### config.mk
export PLATFORM = sky130hd
export DESIGN_NAME = unsigned_sqrt_multibit
export DESIGN_NICKNAME = d
export VERILOG_FILES = /design/src/rtl/unsigned_sqrt_multibit.sv
export SDC_FILE = /design/constraint.sdc
export NUM_CORES = 1
export LEC_CHECK = 0
export ABC_AREA = 0
export CORE_UTILIZATION = 50
export DETAILED_ROUTE_END_ITERATION = 8
export PLACE_DENSITY = 0.83
export SYNTH_ARGS = -nofsm -noshare
export SYNTH_HDL_FRONTEND = slang
export SYNTH_SLANG_ARGS = --single-unit
### constraint.sdc
create_clock -name clk -period 6.1 [get_ports clk]
set_clock_uncertainty 0.15 [all_clocks]
set_input_delay 0.915 -clock clk [delete_from_list [all_inputs] [get_ports clk]]
set_output_delay 0.915 -clock clk [all_outputs]
set_load 0.02 [all_outputs]
### src/rtl/unsigned_sqrt_multibit.sv
// Iterative unsigned integer square root (restoring digit recurrence).
// Retires BITS_PER_CYCLE root bits per cycle; ready/done handshake with abort and a zero fast path.
module unsigned_sqrt_multibit #(
    parameter int DATA_WIDTH     = 64,
    parameter int BITS_PER_CYCLE = 1
) (
    input  logic                    clk,
    input  logic                    rst,
    input  logic                    start,
    input  logic [DATA_WIDTH-1:0]   radicand,
    input  logic                    abort,
    output logic                    ready,
    output logic                    done,
    output logic [DATA_WIDTH/2-1:0] result,
    output logic [DATA_WIDTH/2:0]   remainder
);

    localparam int HALF = DATA_WIDTH / 2;
    localparam int N    = HALF / BITS_PER_CYCLE;
    localparam int CW   = $clog2(N + 1);

    typedef enum logic [1:0] {IDLE, BUSY, DONE} state_t;

    state_t                state;
    logic [CW-1:0]         cnt;
    logic [DATA_WIDTH-1:0] rad_sh;
    logic [HALF-1:0]       root_q;
    logic [HALF:0]         rem_q;

    logic [HALF-1:0]       root_next;
    logic [HALF:0]         rem_next;
    logic [HALF+1:0]       trial;
    logic [HALF+1:0]       sub;
    logic [HALF+1:0]       diff;
    logic                  borrow;

    // The partial remainder never exceeds twice the partial root, so its
    // top bit is always clear when it is shifted into the trial value.
    always_comb begin
        root_next = root_q;
        rem_next  = rem_q;
        trial     = '0;
        sub       = '0;
        diff      = '0;
        borrow    = 1'b0;
        for (int s = 0; s < BITS_PER_CYCLE; s++) begin
            trial  = {rem_next[HALF-1:0], rad_sh[DATA_WIDTH-1-2*s -: 2]};
            sub    = {root_next, 2'b01};
            diff   = trial - sub;
            borrow = (trial < sub);
            if (borrow) rem_next = trial[HALF:0];
            else        rem_next = diff[HALF:0];
            root_next = {root_next[HALF-2:0], ~borrow};
        end
    end

    always_ff @(posedge clk or posedge rst) begin
        if (rst) begin
            state     <= IDLE;
            ready     <= 1'b1;
            done      <= 1'b0;
            result    <= '0;
            remainder <= '0;
            cnt       <= '0;
            rad_sh    <= '0;
            root_q    <= '0;
            rem_q     <= '0;
        end else begin
            done <= 1'b0;
            if (abort) begin
                state <= IDLE;
                ready <= 1'b1;
            end else begin
                case (state)
                    IDLE: begin
                        if (start) begin
                            ready <= 1'b0;
                            if (radicand == '0) begin
                                state     <= DONE;
                                done      <= 1'b1;
                                result    <= '0;
                                remainder <= '0;
                            end else begin
                                state  <= BUSY;
                                rad_sh <= radicand;
                                root_q <= '0;
                                rem_q  <= '0;
                                cnt    <= '0;
                            end
                        end
                    end
                    BUSY: begin
                        root_q <= root_next;
                        rem_q  <= rem_next;
                        rad_sh <= rad_sh << (2 * BITS_PER_CYCLE);
                        if (cnt == CW'(N - 1)) begin
                            state     <= DONE;
                            done      <= 1'b1;
                            result    <= root_next;
                            remainder <= rem_next;
                        end else begin
                            cnt <= cnt + CW'(1);
                        end
                    end
                    DONE: begin
                        state <= IDLE;
                        ready <= 1'b1;
                    end
                    default: begin
                        state <= IDLE;
                        ready <= 1'b1;
                    end
                endcase
            end
        end
    end

endmodule

Yosys cells after proc, flatten, opt, wreduce, memory -nomap -nowiden
Index checks and enable logic that the tools add are counted.
- output and inout bits: 67
- input port bits: 68
- flip-flop bits (word level): 203
- logic and storage cells: 67
- add/sub/neg operators: 2
- bitwise gates (word level): 2
- order comparisons: 1
- equal/unequal tests: 10
- reduce and logical (&&, ||, !) cells: 8
- mux-type cells: 35
- operator list (operator ; count):
    32-bit 2-to-1 mux ; 7
    32-bit one-hot mux with 2 select lines ; 3
    33-bit 2-to-1 mux ; 4
    64-bit 2-to-1 mux ; 2
    64-bit one-hot mux with 2 select lines ; 1
    33-bit one-hot mux with 2 select lines ; 1
    64-bit logical NOT ; 1
    34-bit < comparator ; 1
    33-bit subtractor ; 1
    6-bit 2-to-1 mux ; 3
    2-bit inequality test (second input constant) ; 6
    6-bit one-hot mux with 2 select lines ; 1
    5-bit AND reduction ; 2
    2-bit 2-to-1 mux ; 4
    6-bit by 1-bit adder with 6-bit output (second input constant) ; 1
    6-bit by 5-bit == test with 1-bit output (second input constant) ; 1
    1-bit 2-to-1 mux ; 6
    3-bit inequality test (second input constant) ; 2
    1-bit one-hot mux with 2 select lines ; 2
    2-bit one-hot mux with 2 select lines ; 1
    2-bit AND reduction ; 2
    4-bit AND reduction ; 1
    2-bit by 1-bit == test with 1-bit output (second input constant) ; 1
    2-bit logical NOT ; 1
    other kinds (2) ; 3

Logic depth before layout (Yosys ltp)
Gate-level depths: netlist of run 1.
- depth in word-level cells: 5
- depth in mapped cells: 13

Worst setup path before layout of run 1
No wires, ideal clock.
- path type: input-to-reg
- from: input port radicand[3]
- to: register rad_sh[2]
- arrival: 2.473 ns
- data required time: 5.828 ns
- stages on the path: 10
- library setup time: 0.122 ns
- path buffers: 3
- setup slack: 3.354 ns
- cells stage by stage: nor4_1 nand4_1 nor4_1 nor2b_1 o21a_1 clkbuf_1 buf_2 buf_2 nor2_1 nor3_1
- longest elaborated chain between the ends: 3
- RTL lines (element ; line ; RTL):
    start: declaration ; 10 ; input logic [DATA_WIDTH-1:0] radicand,
    64-bit logical NOT ; 78 ; if (radicand == '0) begin
    2-bit inequality test (no line) ; n/a ;
    4-bit AND reduction (no line) ; n/a ;
    end signal: assignment ; 85 ; rad_sh <= radicand;
    end signal: assignment ; 95 ; rad_sh <= rad_sh << (2 * BITS_PER_CYCLE);
    end: declaration ; 26 ; logic [DATA_WIDTH-1:0] rad_sh;
No other way between the ends.
A chain may end at the register's enable or synchronous reset.

Final worst setup path of run 1
- from: register root_q[27]
- to: register remainder[17]
- longest elaborated chain between the ends: 4
- RTL lines (element ; line ; RTL):
    start: declaration ; 27 ; logic [HALF-1:0] root_q;
    start signal: assignment ; 93 ; root_q <= root_next;
    34-bit < comparator ; 50 ; borrow = (trial < sub);
    33-bit 2-to-1 mux ; 51 ; if (borrow) rem_next = trial[HALF:0];
    33-bit 2-to-1 mux ; 96 ; if (cnt == CW'(N - 1)) begin
    33-bit one-hot mux with 2 select lines ; 74 ; case (state)
    end signal: assignment ; 100 ; remainder <= rem_next;
    end: declaration ; 15 ; output logic [DATA_WIDTH/2:0] remainder
No other way between the ends. The select of a mux whose other input is x is not followed.

==> out/qor.yml, run 1 <==
cells_and_area:
  fillCellCount: 1721
  antenna_cells: 0
  layout-drive-gt1-share_pct: 4.85
  nNetsFinal: 1365
  area_delta_synth_final_pct: 20.7
  final_core_util_pct: 61.8
  fin_cells: 1548
pwr:
  p_comb_share_pct: 50.1
  ir_drop_mv: 0.379
  p_seq_share_pct: 28.4
  pwr-share-clk_pct: 21.5
  netSwitchingPower_w: 0.00251
  p_leak_nw: 5.27
  power_density_nw_per_um2: 470
  intPower_w: 0.00339
  swShare_pct: 42.5
yosys:
  synth-compound-area-share_pct: 16.9
  synth_nets: 1271
  synth_warnings: 0
  netlist_area_sq_um: 10400
  synth_edf_count: 0
  synth_mux_area_share_pct: 1.54
  synth_cell_type_count: 60
  syn_avg_cell_area_sq_um: 8.89
  synth-adder-area-share_pct: 4.09
  synth_top_family_by_area: "simple AND/OR/NAND/NOR gates"
  synthArstFlopShare_pct: 100
  synth_xor_area_share_pct: 2.53
  synth.yosys.seq_area_share_pct: 48.9
  netlist_instances: 1169
  ys.flop_type: "dfrtp_1"
  yosys_register_bits: 203
  synth-simple-area-share_pct: 21.1
global_routing:
  grt_max_degree: 204
  gr-usage-all-layers_pct: 25.6
  grt_pass1_wl_um: 45100
  grt_overflow: 0
  grt_pass1_vias: 8814
  antenna_found_initial: 0
sta:
  max_slew.worst_pin.slew_ns: 1.24
  fin_crit_ns: 3.88
  fmax_mhz: 258
  maxSlewHeadroom_pct: 17.3
  rsz0062_at_grt: "false"
  report.final.setup_viol: 0
  drv_slew: 0
  min_period_over_period_pct: 63.6
  hold_viol: 0
  setup_tns_ns: 0
  whs_ns: 0.323
worst_setup_path:
  path_class: "register to register"
  path_cells: "inv_1 -> ha_1 -> a21o_1 -> o211ai_1 -> nand2_1 -> a221oi_2 -> nand2_8 -> nand2_1 -> o211ai_1"
  crit_arrival_ns: 4.09
  slowest_delay_ns: 1.01
  cp-start-kind: "register"
  endpoint_kind: "register"
  critPathRequiredTime_ns: 6.31
  critPathMaxFanout: 19
  path_buf_inv: 1
  crit_path_top_delay_cell: "a221oi_2"
  critPathTopFamily: "compound AO/OA/AOI/OAI gates"
  r2r_slack_ns: 2.22
outcome:
  status: "complete, no violations"
clock_tree:
  cts_made_buffers: 22
  clock-root-buffer: "clkbuf_16"
  cts_resized: 0
  cts_tree: "yes"
  cts_setup_buffers: 0
  clkSinkCount: 203
  insertion_delay_ns: 0.51
  h-tree-depth: 1
  cts.path.max_buffers: 3
  clk_pin_slew_ns: 0.07
  cts_hold_buffers: 0
worst_hold_path:
  hp-class: "register to register"
floorplan:
  die_x_um: 146
  die_h_um: 146
  core-area_sq_um: 20300
  num_rows: 52
  start_util_pct: 51.2
  die-area_sq_um: 21400
  ioPinCount: 135
place:
  port_buffers: 134
  placed_cells: 1509
  gp_congestion: 0.901
  hpwl_um: 18400
detailed_routing:
  vias_per_cell: 5.96
  vias: 9227
  first_pass_iters: 5
  drc: 0
  antenna_left: 0
  drt_iter0_drc: 764
  totalWireLength_um: 27400
  routedWlPerCell_um: 17.7
job:
  max_cap_viol_count: 0
==> routing by layer <==
metal  vias to the layer above  GRT usage, %  share of wire, %
met2                       330          41.3                47
met4                         0          7.45               2.6
met5                         -             0                 0
met1                      4508          36.3                45
met3                        69          3.34               5.6
li1                       4320             -                 -
==> Yosys cell counts, drive strengths merged, types with 2 or more instances <==
library cell    n  share of area [%]
a211oi          9               0.70
a21o            8               0.58
a21oi          54                2.7
a221o           2               0.19
a22oi           2               0.14
a31oi           8               0.48
a32oi          20                1.7
and2            5               0.33
and3            5               0.30
buf            26                1.5
clkbuf         49                1.8
dfrtp         202                 49
ha             34                4.1
inv            45                1.6
mux2i          16                1.5
nand2         134                5.0
nand2b          6               0.36
nand3          16               0.77
nand4          14               0.90
nor2          145                5.2
nor2b           8               0.51
nor3          127                6.1
nor4           18                1.1
o2111ai         2               0.17
o211ai         13               0.99
o21a            7               0.51
o21ai         112                5.5
o21bai          4               0.29
o22ai          12               0.72
o31a            2               0.18
o31ai          20                1.4
or3             2               0.12
xnor2          16                1.3
xor2           14                1.2
==> power by group through the flow <==
stage / registers [W] / logic [W] / clock network (W)
6_report: 0.00167 / 0.00295 / 0.00127
5_1_grt: 0.00169 / 0.00323 / 0.00135
4_1_cts: 0.00167 / 0.00291 / 0.00129
3_5_place_dp: 0.00169 / 0.00288 / 0
3_3_place_gp: 0.00168 / 0.00283 / 0
2_1_floorplan: 0.00165 / 0.00233 / 0
==> logic make-up after synthesis <==
group                    count (synthesis)
buffers and inverters                  120
XOR/XNOR                                30
flip-flops                             203
multiplexers                            16
adder cells (fa/ha/maj)                 34
AND/OR/NAND/NOR                        485
AO/OA/AOI/OAI                          281
==> sequential cells by signal, indices dropped and copies added (netlist names) <==
| register | cells |
|---|---|
| rad_sh | 64 |
| remainder | 33 |
| rem_q | 32 |
| result | 32 |
| root_q | 32 |
| cnt | 6 |
| state | 2 |
| done | 1 |
| ready | 1 |
==> final timing paths <==
check	startpoint	end	depth (start not counted)
setup / recovery	root_q[27]	remainder[17]	9
hold / removal	result[24]	result[24]	2
setup reg to reg	root_q[27]	remainder[17]	9
hold reg to reg	result[24]	result[24]	2
max in group asynchronous	rst	result[9]	3
min in group asynchronous	rst	rad_sh[15]	3
==> worst register-to-register path: stages (launching register included) <==
cell and delay (ns):
dfrtp_1 0.37, inv_1 0.16, ha_1 0.37, a21o_1 0.26
o211ai_1 0.22, nand2_1 0.10, a221oi_2 1.01, nand2_8 0.33
nand2_1 0.56, o211ai_1 0.20
==> per-stage QoR <==
step	worst slack [ns]	power [W]	cell area, sq um
after floorplan	2.41	0.00398	10400
after global placement	1.87	0.00451	11900
after detailed placement	1.77	0.00457	11900
after CTS	2.29	0.00587	12500
after global routing	1.96	0.00627	12500
final	2.22	0.00590	12500
==> cells in the final DEF, fill, tap and decap left out, types with 22 or more instances in the layout <==
| master | Yosys | final |
|---|---|---|
| ha_1 | 34 | 34 |
| dfrtp_1 | 202 | 202 |
| clkbuf_16 | 0 | 22 |
| o21ai_0 | 107 | 107 |
| a21oi_1 | 52 | 52 |
| nand2_1 | 133 | 132 |
| nor3_1 | 127 | 127 |
| nor2_1 | 145 | 145 |
| clkdlybuf4s50_1 | 0 | 134 |
| inv_1 | 45 | 44 |
==> area by class of cell <==
| class | count | area (sq um) | area share [%] |
|---|---|---|---|
| Sequential cell | 203 | 5080 | 40.5 |
| Clock buffer | 34 | 646 | 5.15 |
| Multi-Input combinational cell | 846 | 4820 | 38.4 |
| Tap cell | 270 | 338 | 2.69 |
| Clock inverter | 5 | 40.0 | 0.319 |
| Inverter | 45 | 173 | 1.38 |
| Timing Repair Buffer | 145 | 1450 | 11.6 |
Note: power is estimated with default switching activity, not from simulation.
==> run 2, diff against run 1 <==
--- a/config.mk
+++ b/config.mk
@@ -6,9 +6,9 @@
 export NUM_CORES = 1
 export LEC_CHECK = 0
 export ABC_AREA = 0
-export CORE_UTILIZATION = 50
+export CORE_UTILIZATION = 56
 export DETAILED_ROUTE_END_ITERATION = 8
-export PLACE_DENSITY = 0.83
+export PLACE_DENSITY = 0.88
 export SYNTH_ARGS = -nofsm -noshare
 export SYNTH_HDL_FRONTEND = slang
 export SYNTH_SLANG_ARGS = --single-unit
==> constraint.sdc (replaced) <==
create_clock -name clk -period 3.59 [get_ports clk]
set_clock_uncertainty 0.15 [all_clocks]
set_input_delay 0.5385 -clock clk [delete_from_list [all_inputs] [get_ports clk]]
set_output_delay 0.5385 -clock clk [all_outputs]
set_load 0.02 [all_outputs]
==> out/qor.yml, run 2 (synthesized netlist as in run 1, its figures left out) <==
job:
  max_cap_viol_count: 0  # unchanged
cells_and_area:
  layout-drive-gt1-share_pct: 5.83  # was 4.85%
  area_delta_synth_final_pct: 22.0  # was 20.7%
  fillCellCount: 1297  # was 1,721
  top_regs: "rad_sh x64, remainder x33"  # unchanged
  final_cell_mix: "dfrtp_1, nor2_1, clkdlybuf4s50_1"  # unchanged
  nNetsFinal: 1374  # was 1,365
  antenna_cells: 0  # unchanged
  largest_reg_flops: 64  # unchanged
  largest-register: "rad_sh"  # unchanged
  final_common_cell: "dfrtp_1"  # unchanged
detailed_routing:
  antenna_left: 0  # unchanged
  first_pass_iters: 9  # was 5
  totalWireLength_um: 27600  # was 27,400 um
  routedWlPerCell_um: 18.2  # was 17.7 um
  vias_per_cell: 6.19  # was 5.96
  drc: 6  # was 0
  vias: 9377  # was 9,227
  drt_iter0_drc: 936  # was 764
floorplan:
  core-area_sq_um: 18100  # was 20,300 sq um
  start_util_pct: 57.5  # was 51.2%
  die_h_um: 138  # was 146 um
  die_x_um: 138  # was 146 um
  die-area_sq_um: 19100  # was 21,400 sq um
  ioPinCount: 135  # unchanged
  num_rows: 49  # was 52
clock_tree:
  clkSinkCount: 203  # unchanged
  cts_hold_buffers: 0  # unchanged
  cts_tree: "yes"  # unchanged
  cts.path.max_buffers: 3  # unchanged
  cts_setup_buffers: 0  # unchanged
  clk_pin_slew_ns: 0.06  # was 0.07 ns
  h-tree-depth: 1  # unchanged
  cts_made_buffers: 22  # unchanged
  insertion_delay_ns: 0.51  # about the same
  clock-root-buffer: "clkbuf_16"  # unchanged
  cts_resized: 0  # unchanged
global_routing:
  antenna_found_initial: 0  # unchanged
  grt_overflow: 0  # unchanged
  grt_most_used_layer: "met2"  # unchanged
  use_met2_pct: 46.9  # was 41.3%
  grt_pass1_vias: 8826  # was 8,814
  grt_max_degree: 86  # was 204
  grt_pass1_wl_um: 44900  # was 45,100 um
  gr-usage-all-layers_pct: 28.8  # was 25.6%
  use_met1_pct: 40.3  # was 36.3%
  grt_use_met3_pct: 3.26  # was 3.34%
sta:
  hold_viol: 0  # unchanged
  drv_slew: 0  # unchanged
  setup_tns_ns: 0  # unchanged
  fmax_mhz: 309  # was 258 MHz
  rsz0062_at_grt: "false"  # unchanged
  max_slew.worst_pin.slew_ns: 1.17  # was 1.24 ns
  fin_crit_ns: 3.23  # was 3.88 ns
  min_period_over_period_pct: 90.0  # was 63.6%
  maxSlewHeadroom_pct: 21.7  # was 17.3%
  report.final.setup_viol: 0  # unchanged
pwr:
  p_leak_nw: 5.36  # was 5.27 nW
  power_density_nw_per_um2: 815  # was 470 nW/um^2
  finalPower_w: 0.0103  # was 0.00590 W
  ir_drop_mv: 0.675  # was 0.379 mV
worst_setup_path:
  critPathRequiredTime_ns: 3.80  # was 6.31 ns
  cp-start-kind: "register"  # unchanged
  endpoint_kind: "register"  # unchanged
  path_class: "register to register"  # unchanged
  critPathMaxFanout: 19  # unchanged
  crit_arrival_ns: 3.44  # was 4.09 ns
outcome:
  failed_checks: "design-rule violations"
  status: "finished with violations"  # was complete, no violations
place:
  gp_congestion: 0.906  # was 0.901
  hpwl_um: 18500  # was 18,400 um
  port_buffers: 134  # unchanged
worst_hold_path:
  hp-class: "register to register"  # unchanged
run 2: cell types whose count changed in the layout (fill, tap and decap cells not counted), moves of 2 or more:
cell,before,now
buf_4,9,14
clkinvlp_4,1,3
buf_12,2,6
clkbuf_1,7,3
bufinv_16,0,2
run 2: critical path, stage by stage (launching register included):
cell,delay (ns)
dfrtp_1,0.37
inv_1,0.13
ha_1,0.30
a21oi_1,0.28
o211ai_1,0.22
nor2b_2,0.22
a21oi_2,0.11
o21ai_4,0.44
nand2_8,0.22
nand2_1,0.45
o21ai_0,0.18
run 2: where the power goes:
part | switching [W] | total (W) | internal [W] | leakage [nW]
clock network | 0.000918 | 0.00233 | 0.00141 | 0.367
logic | 0.00318 | 0.00515 | 0.00197 | 2.37
registers | 0.000254 | 0.00285 | 0.00260 | 2.63
total | 0.00436 | 0.0103 | 0.00598 | 5.36
run 2: final timing paths:
kind	from	endpoint	slack [ns]	cells after the start
min in group asynchronous	rst	rem_q[25]	0.37	3
worst min-delay path	result[0]	result[0]	0.32	2
worst max-delay path	root_q[7]	remainder[30]	0.36	10
worst max register to register	root_q[7]	remainder[30]	0.36	10
worst min register to register	result[0]	result[0]	0.32	2
max in group asynchronous	rst	remainder[2]	2.21	3
run 2: metal layers:
layer  share of wire, %  up-vias
met4                2.7        0
met3                6.9       71
li1                   -     4323
met5                  0        -
met2                 48      409
met1                 42     4574
run 2: cell type report:
type | count | area (sq um) | area share (%)
flip-flops and latches | 203 | 5080 | 40.1
multi-input cells | 846 | 4820 | 38.0
repair buffers | 154 | 1570 | 12.4
clock buffers | 31 | 656 | 5.17
well taps | 229 | 287 | 2.26
inverters | 45 | 173 | 1.36
clock inverters | 8 | 95.1 | 0.750
run 2: per-stage QoR:
| step | utilization, % | cell area (sq um) | std cells | worst slack (ns) | hold WS (ns) |
|---|---|---|---|---|---|
| 2_1_floorplan | - | 10400 | 1169 | 0.272 | 0.289 |
| 3_3_place_gp | 65.9 | 11900 | 1477 | 0.303 | 0.301 |
| 3_5_place_dp | 65.9 | 11900 | 1477 | 0.267 | 0.316 |
| 4_1_cts | 70.1 | 12700 | 1516 | 0.468 | 0.329 |
| 5_1_grt | 70.1 | 12700 | 1516 | 0.147 | 0.346 |
| 6_report | 70.1 | 12700 | 1516 | 0.359 | 0.322 |
